$ cat config.mk
export PLATFORM = sky130hd
export DESIGN_NAME = pixel_scanner
export DESIGN_NICKNAME = d
export VERILOG_FILES = /design/src/rtl/pixel_scanner.sv
export SDC_FILE = /design/constraint.sdc
export NUM_CORES = 1
export LEC_CHECK = 0
export ABC_AREA = 1
export ABC_CLOCK_PERIOD_IN_PS = 2100
export CORE_MARGIN = 2
export CORE_UTILIZATION = 43
export CTS_BUF_LIST = sky130_fd_sc_hd__clkbuf_8 sky130_fd_sc_hd__clkbuf_16
export CTS_CLUSTER_SIZE = 16
export DETAILED_ROUTE_END_ITERATION = 12
export GPL_TIMING_DRIVEN = 0
export PLACE_DENSITY = 0.73
export SETUP_SLACK_MARGIN = 0.5
export SLEW_MARGIN = 5
export SYNTH_ARGS = -nofsm -noshare
export SYNTH_HDL_FRONTEND = slang
export SYNTH_SLANG_ARGS = --single-unit
$ cat constraint.sdc
create_clock -name CLK -period 2.1 [get_ports CLK]
set_input_delay 0.315 -clock CLK [delete_from_list [all_inputs] [get_ports CLK]]
set_output_delay 0.315 -clock CLK [all_outputs]
set_load 0.1 [all_outputs]
$ cat src/rtl/pixel_scanner.sv
// pixel_scanner: raster frame sequencer that drives the point generator and
// writes one mapped colour per pixel into the frame buffer, honouring backpressure.
`default_nettype none
`timescale 1ns/1ps

module pixel_scanner #(
  parameter int WIDTH  = 640,
  parameter int HEIGHT = 480,
  parameter int HBI    = 32,
  parameter int ADDR_W = 19
) (
  input  logic              CLK,
  input  logic              RST,
  input  logic              go,
  input  logic [HBI-1:0]    max_iterations,
  output logic              busy,
  output logic              frame_done,
  output logic [11:0]       x,
  output logic [11:0]       y,
  output logic              pg_start,
  input  logic              pg_ready,
  input  logic [HBI-1:0]    pg_iteration,
  output logic [ADDR_W-1:0] fb_addr,
  output logic [7:0]        fb_data,
  output logic              fb_we,
  input  logic              fb_full
);

  typedef enum logic [2:0] {
    S_IDLE  = 3'd0,
    S_ISSUE = 3'd1,
    S_GUARD = 3'd2,
    S_WAIT  = 3'd3,
    S_WRITE = 3'd4,
    S_DONE  = 3'd5
  } state_t;

  localparam logic [11:0]    X_LAST   = 12'(WIDTH - 1);
  localparam logic [11:0]    Y_LAST   = 12'(HEIGHT - 1);
  localparam logic [HBI-1:0] ITER_255 = HBI'(255);

  state_t state;
  state_t state_nxt;

  logic       accept;
  logic       last_x;
  logic       last_y;
  logic [7:0] colour;

  assign accept = (state == S_WRITE) && !fb_full;
  assign last_x = (x == X_LAST);
  assign last_y = (y == Y_LAST);

  always_comb begin
    colour = pg_iteration[7:0];
    if (pg_iteration >= max_iterations) begin
      colour = 8'h00;
    end else if (pg_iteration > ITER_255) begin
      colour = 8'hFF;
    end
  end

  always_ff @(posedge CLK or posedge RST) begin
    if (RST) begin
      state <= S_IDLE;
    end else begin
      state <= state_nxt;
    end
  end

  always_comb begin
    state_nxt  = state;
    busy       = 1'b1;
    pg_start   = 1'b0;
    frame_done = 1'b0;
    fb_we      = 1'b0;
    case (state)
      S_IDLE: begin
        busy = 1'b0;
        if (go) begin
          state_nxt = S_ISSUE;
        end
      end
      S_ISSUE: begin
        pg_start  = 1'b1;
        state_nxt = S_GUARD;
      end
      // The generator's ready is still high from the previous pixel here.
      S_GUARD: begin
        state_nxt = S_WAIT;
      end
      S_WAIT: begin
        if (pg_ready) begin
          state_nxt = S_WRITE;
        end
      end
      S_WRITE: begin
        fb_we = !fb_full;
        if (accept) begin
          state_nxt = (last_x && last_y) ? S_DONE : S_ISSUE;
        end
      end
      S_DONE: begin
        frame_done = 1'b1;
        state_nxt  = S_IDLE;
      end
      default: begin
        state_nxt = S_IDLE;
      end
    endcase
  end

  // Address tracks y*WIDTH+x by counting, so no multiplier is needed.
  always_ff @(posedge CLK or posedge RST) begin
    if (RST) begin
      x       <= '0;
      y       <= '0;
      fb_addr <= '0;
      fb_data <= '0;
    end else begin
      if (state == S_IDLE && go) begin
        x       <= '0;
        y       <= '0;
        fb_addr <= '0;
      end else if (accept && !(last_x && last_y)) begin
        fb_addr <= fb_addr + 1'b1;
        if (last_x) begin
          x <= '0;
          y <= y + 12'd1;
        end else begin
          x <= x + 12'd1;
        end
      end
      if (state == S_WAIT && pg_ready) begin
        fb_data <= colour;
      end
    end
  end

endmodule

`default_nettype wire

==> flow_summary.toml, run 1 <==
[grt]
first_pass_grt_wire_length_mm = 21.5
grtUsageMet1_pct = 28.3
antenna_violations_before_repair = 0
overflow = 0
grt_pass1_vias = 4591
global_route.peak_usage_layer = "met2"
grt_max_degree = 55
met2_usage_pct = 43.3
grt_util_all_layers_pct = 23.9
gr-usage-met3_pct = 4.14

[yosys]
synthDominantAreaCellType = "dfrtp_1"
syn_inst = 592
synth.top_cell.area_share_pct = 31.5
synth.net_count = 696
yosys-top-cells-area = "dfrtp_1 32%, nand2_1 12%, ha_1 10%"
synth_seq_cells = 54
yosysWarningCount = 0
synth_cell_types = 36
syn-cell-area_mm2 = 0.00429
post_synthesis_sequential_area_ratio_pct = 31.5
post_syn_area_per_cell_um2 = 7.24

[critical_path]
critical_path_class = "register to register"
reg2reg_setup_slack_ns = 0.36
cp-end-kind = "register"
critPathBufInv = 2
timing.critical_path.slowest_stage_cell = "dfrtp_1"
critPathMaxStageDelay_ns = 0.44
worstPathRequired_ns = 2.31
dominant_cell_type_by_count_on_the_critical_path = "nand2_8"
cp_data_arrival_time_ns = 1.95
cell_family_with_the_largest_share_of_critical_path_delay = "simple AND/OR/NAND/NOR gates"
critPathLaunchType = "register"
worstPathCellList = "nor2_4 -> nand2_2 -> nor2_4 -> buf_4 -> nand2_8 -> nand2_8 -> nand2_8 -> clkbuf_16 -> nand2_4 -> o21ai_2"
worst-path-max-fanout = 6

[power]
leakagePower_uw = 0.00322
total_power_uw = 6160
power_density_mw_per_mm2 = 905
power.ir.vdd_worst_mv = 0.999

[die]
placeableCoreArea_mm2 = 0.00973
floorplan.die.height_um = 104
start_util_pct = 44.1
chipWidth_um = 104
core.rowCount = 36
die-area_mm2 = 0.0108
io-pin-count = 124

[cells_and_area]
commonest_cells_after_routing_fill_and_taps_aside = "111 x nand2_1, 67 x nor2_1, 57 x inv_1"
layout.cells.most_common = "nand2_1"
antenna_cells = 0
postLayoutCoreUtil_pct = 69.9
num-nets-final = 858
area.growth.synth_to_final_pct = 58.6
post_route_cells_drive_above_1_share_pct = 40.5

[route]
wl_mm = 13.6
via_per_inst = 5.19
antenna_violating_nets_post_route = 0
post-route-drc-count = 0
via_count = 4613
initialDrtViolationCount = 190
firstDrtPassIters = 4
wl_per_cell_um = 15.4

[clock_tree]
cts_buffer_depth = 2
numClockSinks = 54
clock_insertion_delay_worst_skew_ns = 0.31
clkTransAtPathRegs_ns = 0.10
clockRootBuffer = "clkbuf_8"
holdBufCountCts = 0
cts_tree = "yes"
cts_made_buffers = 5
cts-htree-levels = 2

[run]
maxCapViolCount = 0

[timing]
grt_setup_unrepaired = "yes"
min_period_ns = 1.74
clock_skew_ns = 0.00566
hold_viol_final = 0
fin_worst_hold_slack_ns = 0.328
slew_headroom_pct = 63.2
achievable-frequency_mhz = 574
max_slew.worst_pin.slew_ns = 0.555
finalCritPeriodShare_pct = 82.9
timing_max_transition_violations_final = 0
report.final.setup_viol = 0
setup_total_negative_slack_ns = 0

[status]
status = "finished, final reports clean"

[place]
weighted_congestion_at_the_end_of_routability_driven_global_placement = 0.867
detailedPlacementHpwl_mm = 9.26
io_buffer_count = 123

[worst_hold_path]
tightest_hold_check_type = "input pin to asynchronous set/reset pin"
==> per-stage QoR <==
stage          setup slack, ns  instance area (um^2)  instances
3_5_place_dp            -0.355                  5780        848
4_1_cts                  0.376                  6380        879
6_report                 0.359                  6800        888
5_1_grt                  0.265                  6800        888
3_3_place_gp            -0.357                  5780        848
2_1_floorplan           0.0941                  4380        592
==> flip-flops by register name (all words and copies together), names as in the netlist <==
signal and cells:
x 12, y 12, state 3, fb_data 8
fb_addr 19
==> cells in the mapped netlist <==
| master | n |
|---|---|
| o21ai_0 | 14 |
| nand3_2 | 2 |
| nor3_4 | 1 |
| ha_1 | 35 |
| nor2_8 | 1 |
| nor2_1 | 71 |
| nand3_1 | 43 |
| clkbuf_1 | 1 |
| xor2_1 | 20 |
| a21boi_4 | 1 |
| nand2_1 | 133 |
| nor4_1 | 1 |
| nand2_2 | 10 |
| buf_6 | 3 |
| nand2_4 | 2 |
| buf_4 | 1 |
| o211ai_1 | 1 |
| nor2_2 | 2 |
| o21a_1 | 2 |
| nor2_4 | 2 |
| xnor2_1 | 2 |
| nor3_1 | 20 |
| o21ai_1 | 26 |
| or2_2 | 11 |
| nand4_1 | 17 |
| nand2_8 | 2 |
| buf_12 | 2 |
| clkinv_1 | 1 |
| o21ai_2 | 8 |
| inv_2 | 6 |
| a21oi_1 | 16 |
| nand3b_1 | 2 |
| buf_2 | 3 |
| o22ai_2 | 1 |
| dfrtp_1 | 54 |
| inv_1 | 75 |
==> worst register-to-register path, delay by kind of cell, from the launching register on <==
| family | cells | cell delay (ns) |
|---|---|---|
| simple gates | 7 | 0.78 |
| flops | 1 | 0.44 |
| buf+inv | 2 | 0.37 |
| compound gates | 1 | 0.04 |
==> metal layers <==
| layer | share of wire [%] | routed length [um] |
|---|---|---|
| met1 | 40 | 5480 |
| met2 | 53 | 7200 |
| met3 | 4.0 | 541 |
| met4 | 3.0 | 408 |
| met5 | 0 | 0 |
==> layout make-up <==
type / count / area (um^2)
multi-input combinational: 447 / 3180
fill: 830 / 2930
timing repair buffer: 154 / 1510
sequential: 54 / 1400
inverter: 82 / 322
tap: 133 / 166
buffer: 10 / 119
clock buffer: 5 / 68.8
clock inverter: 3 / 41.3
==> repair_timing <==
item                                    CTS  global route
gates resized for setup                 349           124
cloned                                    5             2
endpoints found under the setup margin  107            77
buffers inserted                         18             6
pin swaps                                64            39
==> final timing paths <==
path                                          endpoint                   start  depth (start not counted)
worst max-delay path                  y[0]$_DFFE_PP0P_    state[0]$_DFFE_PP0P_                         10
worst min-delay path            fb_data[0]$_DFFE_PP0P_                     RST                          2
worst max register to register        y[0]$_DFFE_PP0P_    state[0]$_DFFE_PP0P_                         10
worst min register to register  fb_data[4]$_DFFE_PP0P_  fb_data[4]$_DFFE_PP0P_                          2
max in group asynchronous             y[8]$_DFFE_PP0P_                     RST                          3
min in group CLK                fb_data[1]$_DFFE_PP0P_         pg_iteration[1]                          5
==> cells by family after synthesis <==
kind of cell,count (synthesis),share of synthesized area (%)
AND/OR/NAND/NOR,320,34.8
XOR/XNOR,22,4.49
AO/OA/AOI/OAI,69,9.43
adder cells (fa/ha/maj),35,10.2
flip-flops,54,31.5
buffers and inverters,92,9.51
==> power by group <==
| group | leakage [uW] | internal, uW | switching, uW | total, uW |
|---|---|---|---|---|
| Clock | 0.0000556 | 352 | 353 | 705 |
| Sequential | 0.000673 | 1250 | 223 | 1480 |
| Combinational | 0.00249 | 1300 | 2680 | 3970 |
Note: power is estimated with default switching activity, not from simulation.
==> inputs of run 2 (changes only) <==
--- a/config.mk
+++ b/config.mk
@@ -6,14 +6,14 @@
 export NUM_CORES = 1
 export LEC_CHECK = 0
 export ABC_AREA = 1
-export ABC_CLOCK_PERIOD_IN_PS = 2100
+export ABC_CLOCK_PERIOD_IN_PS = 1600
 export CORE_MARGIN = 2
 export CORE_UTILIZATION = 43
 export CTS_BUF_LIST = sky130_fd_sc_hd__clkbuf_8 sky130_fd_sc_hd__clkbuf_16
 export CTS_CLUSTER_SIZE = 16
 export DETAILED_ROUTE_END_ITERATION = 12
 export GPL_TIMING_DRIVEN = 0
-export PLACE_DENSITY = 0.73
+export PLACE_DENSITY = 0.76
 export SETUP_SLACK_MARGIN = 0.5
 export SLEW_MARGIN = 5
 export SYNTH_ARGS = -nofsm -noshare
==> constraint.sdc (replaced) <==
create_clock -name CLK -period 1.6 [get_ports CLK]
set_input_delay 0.24 -clock CLK [delete_from_list [all_inputs] [get_ports CLK]]
set_output_delay 0.24 -clock CLK [all_outputs]
set_load 0.1 [all_outputs]
==> run 2 against run 1 <==
Effect of this change:
- the run now ends with negative setup slack left
- register-to-register slack got worse by 0.63 ns
- count of clock-buffer cells in the layout up 1
- wire length up 28%
- final area up 14%
- critical path type unchanged
==> flow_summary.toml, run 2 (synthesized netlist as in run 1, its figures left out) <==
[status]
violations = "negative setup slack"
status = "finished, violations left"

[power]
power.ir.vdd_worst_mv = 1.09
power.internal_uw = 4530
share_seq_of_total_power_pct = 21.8
p_switching_uw = 4800
leakagePower_uw = 0.00338
part_of_the_total_power_dissipated_in_the_clock_network_pct = 9.3
power_density_mw_per_mm2 = 1210
netSwitchingFraction_pct = 51.5
combPwrFrac_pct = 68.8

[cells_and_area]
commonest_cells_after_routing_fill_and_taps_aside = "106 x nand2_1, 60 x nor2_1, 58 x buf_12"
postLayoutCoreUtil_pct = 79.6
finalInstanceArea_mm2 = 0.00774
area.growth.synth_to_final_pct = 80.5
max_flop_register = "fb_addr"
max_ffs_per_register = 19
num-nets-final = 890
reg_top3 = "fb_addr: 19 flops, x: 12 flops, y: 12 flops"
post_route_cells_drive_above_1_share_pct = 46.4
layout.cells.most_common = "nand2_1"

[clock_tree]
clkTransAtPathRegs_ns = 0.12
cts_made_buffers = 5
holdBufCountCts = 0
clockRootBuffer = "clkbuf_8"
cts_tree = "yes"
cts-htree-levels = 2
cts_buffer_depth = 2
numClockSinks = 54
clock_insertion_delay_worst_skew_ns = 0.32

[worst_hold_path]
tightest_hold_check_type = "input pin to asynchronous set/reset pin"

[grt]
overflow = 0
grt_max_degree = 55
first_pass_grt_wire_length_mm = 24.5
grt_util_all_layers_pct = 27.4
antenna_violations_before_repair = 1
grt_pass1_vias = 5078

[route]
antenna_violating_nets_post_route = 0
initialDrtViolationCount = 397
firstDrtPassIters = 5
via_count = 5124
wl_per_cell_um = 19.0
via_per_inst = 5.56
wl_mm = 17.5
post-route-drc-count = 0

[timing]
min_period_ns = 1.87
final_critical_path_setup_slack_ns = -0.274
finalCritPeriodShare_pct = 117
timing_max_transition_violations_final = 0
hold_viol_final = 0
clock_skew_ns = 0.0190
report.final.setup_viol = 46
fin_worst_hold_slack_ns = 0.0223
grt_setup_unrepaired = "yes"
slew_headroom_pct = 67.4
achievable-frequency_mhz = 534
max_slew.worst_pin.slew_ns = 0.488

[critical_path]
worst_r2r_startpoint = "x[1]$_DFFE_PP0P_"
worstPathRequired_ns = 1.85
cp_data_arrival_time_ns = 2.13
critical_path_class = "register to register"
worst-path-max-fanout = 7
reg2reg_depth = 12
dominant_cell_type_by_count_on_the_critical_path = "nand2_4"
worstPathCellList = "ha_4 -> inv_4 -> nor3_4 -> nand2_2 -> nor2_8 -> nand2_4 -> nand2_4 -> nand2_8 -> nand2_8 -> clkbuf_16 -> nand2_4 -> o21ai_2"
critPathLaunchType = "register"
rr_endpoint = "y[5]$_DFFE_PP0P_"
reg2reg_setup_slack_ns = -0.27
cp-end-kind = "register"
critPathMaxStageDelay_ns = 0.43
timing.critical_path.slowest_stage_cell = "dfrtp_2"

[die]
chipWidth_um = 104
start_util_pct = 44.1
core.rowCount = 36
floorplan.die.height_um = 104
io-pin-count = 124
die-area_mm2 = 0.0108
placeableCoreArea_mm2 = 0.00973

[place]
detailedPlacementHpwl_mm = 9.23
io_buffer_count = 123
detailed_place.area_mm2 = 0.00591
weighted_congestion_at_the_end_of_routability_driven_global_placement = 0.937

[run]
maxCapViolCount = 0
[run 2: power groups by stage]
stage	Clock [uW]	Combinational, uW	Sequential (uW)
finish	872	6420	2040
detailed placement	0	4200	2020
global placement	0	4140	2000
global route	921	6630	2060
CTS	859	5640	1980
floorplan	0	1590	3510
[run 2: how the worst max path moves through the flow]
stage                                    start                to  slack [ns]  cells past startpoint
after global routing          x[1]$_DFFE_PP0P_  y[2]$_DFFE_PP0P_       -0.31                     12
after CTS                 state[1]$_DFFE_PP0P_             fb_we       -0.08                      4
after global placement                 fb_full             fb_we       -0.73                      3
final                         x[1]$_DFFE_PP0P_  y[5]$_DFFE_PP0P_       -0.27                     12
after floorplan               x[0]$_DFFE_PP0P_  y[0]$_DFFE_PP0P_       -0.41                     12
after detailed placement               fb_full             fb_we       -0.73                      3
[run 2: final cells by class]
class | count | area (um^2)
Clock buffer | 6 | 82.6
Timing Repair Buffer | 185 | 2370
Fill cell | 595 | 1990
Clock inverter | 2 | 17.5
Tap cell | 133 | 166
Antenna cell | 1 | 2.50
Sequential cell | 54 | 1420
Buffer | 10 | 131
Timing Repair inverter | 1 | 16.3
Inverter | 82 | 329
Multi-Input combinational cell | 447 | 3210
[run 2: worst max-delay path: cells and delay by family (launching register included)]
kind	cells	cell delay (ns)
adder cells (fa/ha/maj)	1	0.18
flip-flops	1	0.43
AO/OA/AOI/OAI	1	0.06
buffers and inverters	2	0.22
AND/OR/NAND/NOR	8	0.89
[run 2: per-stage QoR]
stage | setup TNS, ns | total power, uW | setup WS [ns] | instances
floorplan | -16.49 | 5100 | -0.406 | 592
global placement | -24.29 | 6140 | -0.730 | 848
detailed placement | -24.83 | 6210 | -0.735 | 848
CTS | -1.72 | 8480 | -0.0814 | 897
global route | -10.20 | 9610 | -0.310 | 921
finish | -8.43 | 9330 | -0.274 | 921
[run 2: routing by layer]
metal	vias up	part of all wire, %	wire (um)	track usage, %
met2	290	53	9290	51.2
met1	2454	36	6290	33.0
met3	75	6.8	1180	3.51
met5	-	0	0	0
met4	0	4.0	703	7.14
li1	2305	-	-	-
[run 2: timing repair]
| action | 4_1_cts | 5_1_grt |
|---|---|---|
| endpoints found under the hold margin | 0 | 0 |
| gates cloned | 5 | 3 |
| pin swaps | 93 | 19 |
| gates resized for setup | 679 | 61 |
| buffers inserted | 36 | 19 |
| endpoints found under the setup margin | 163 | 109 |
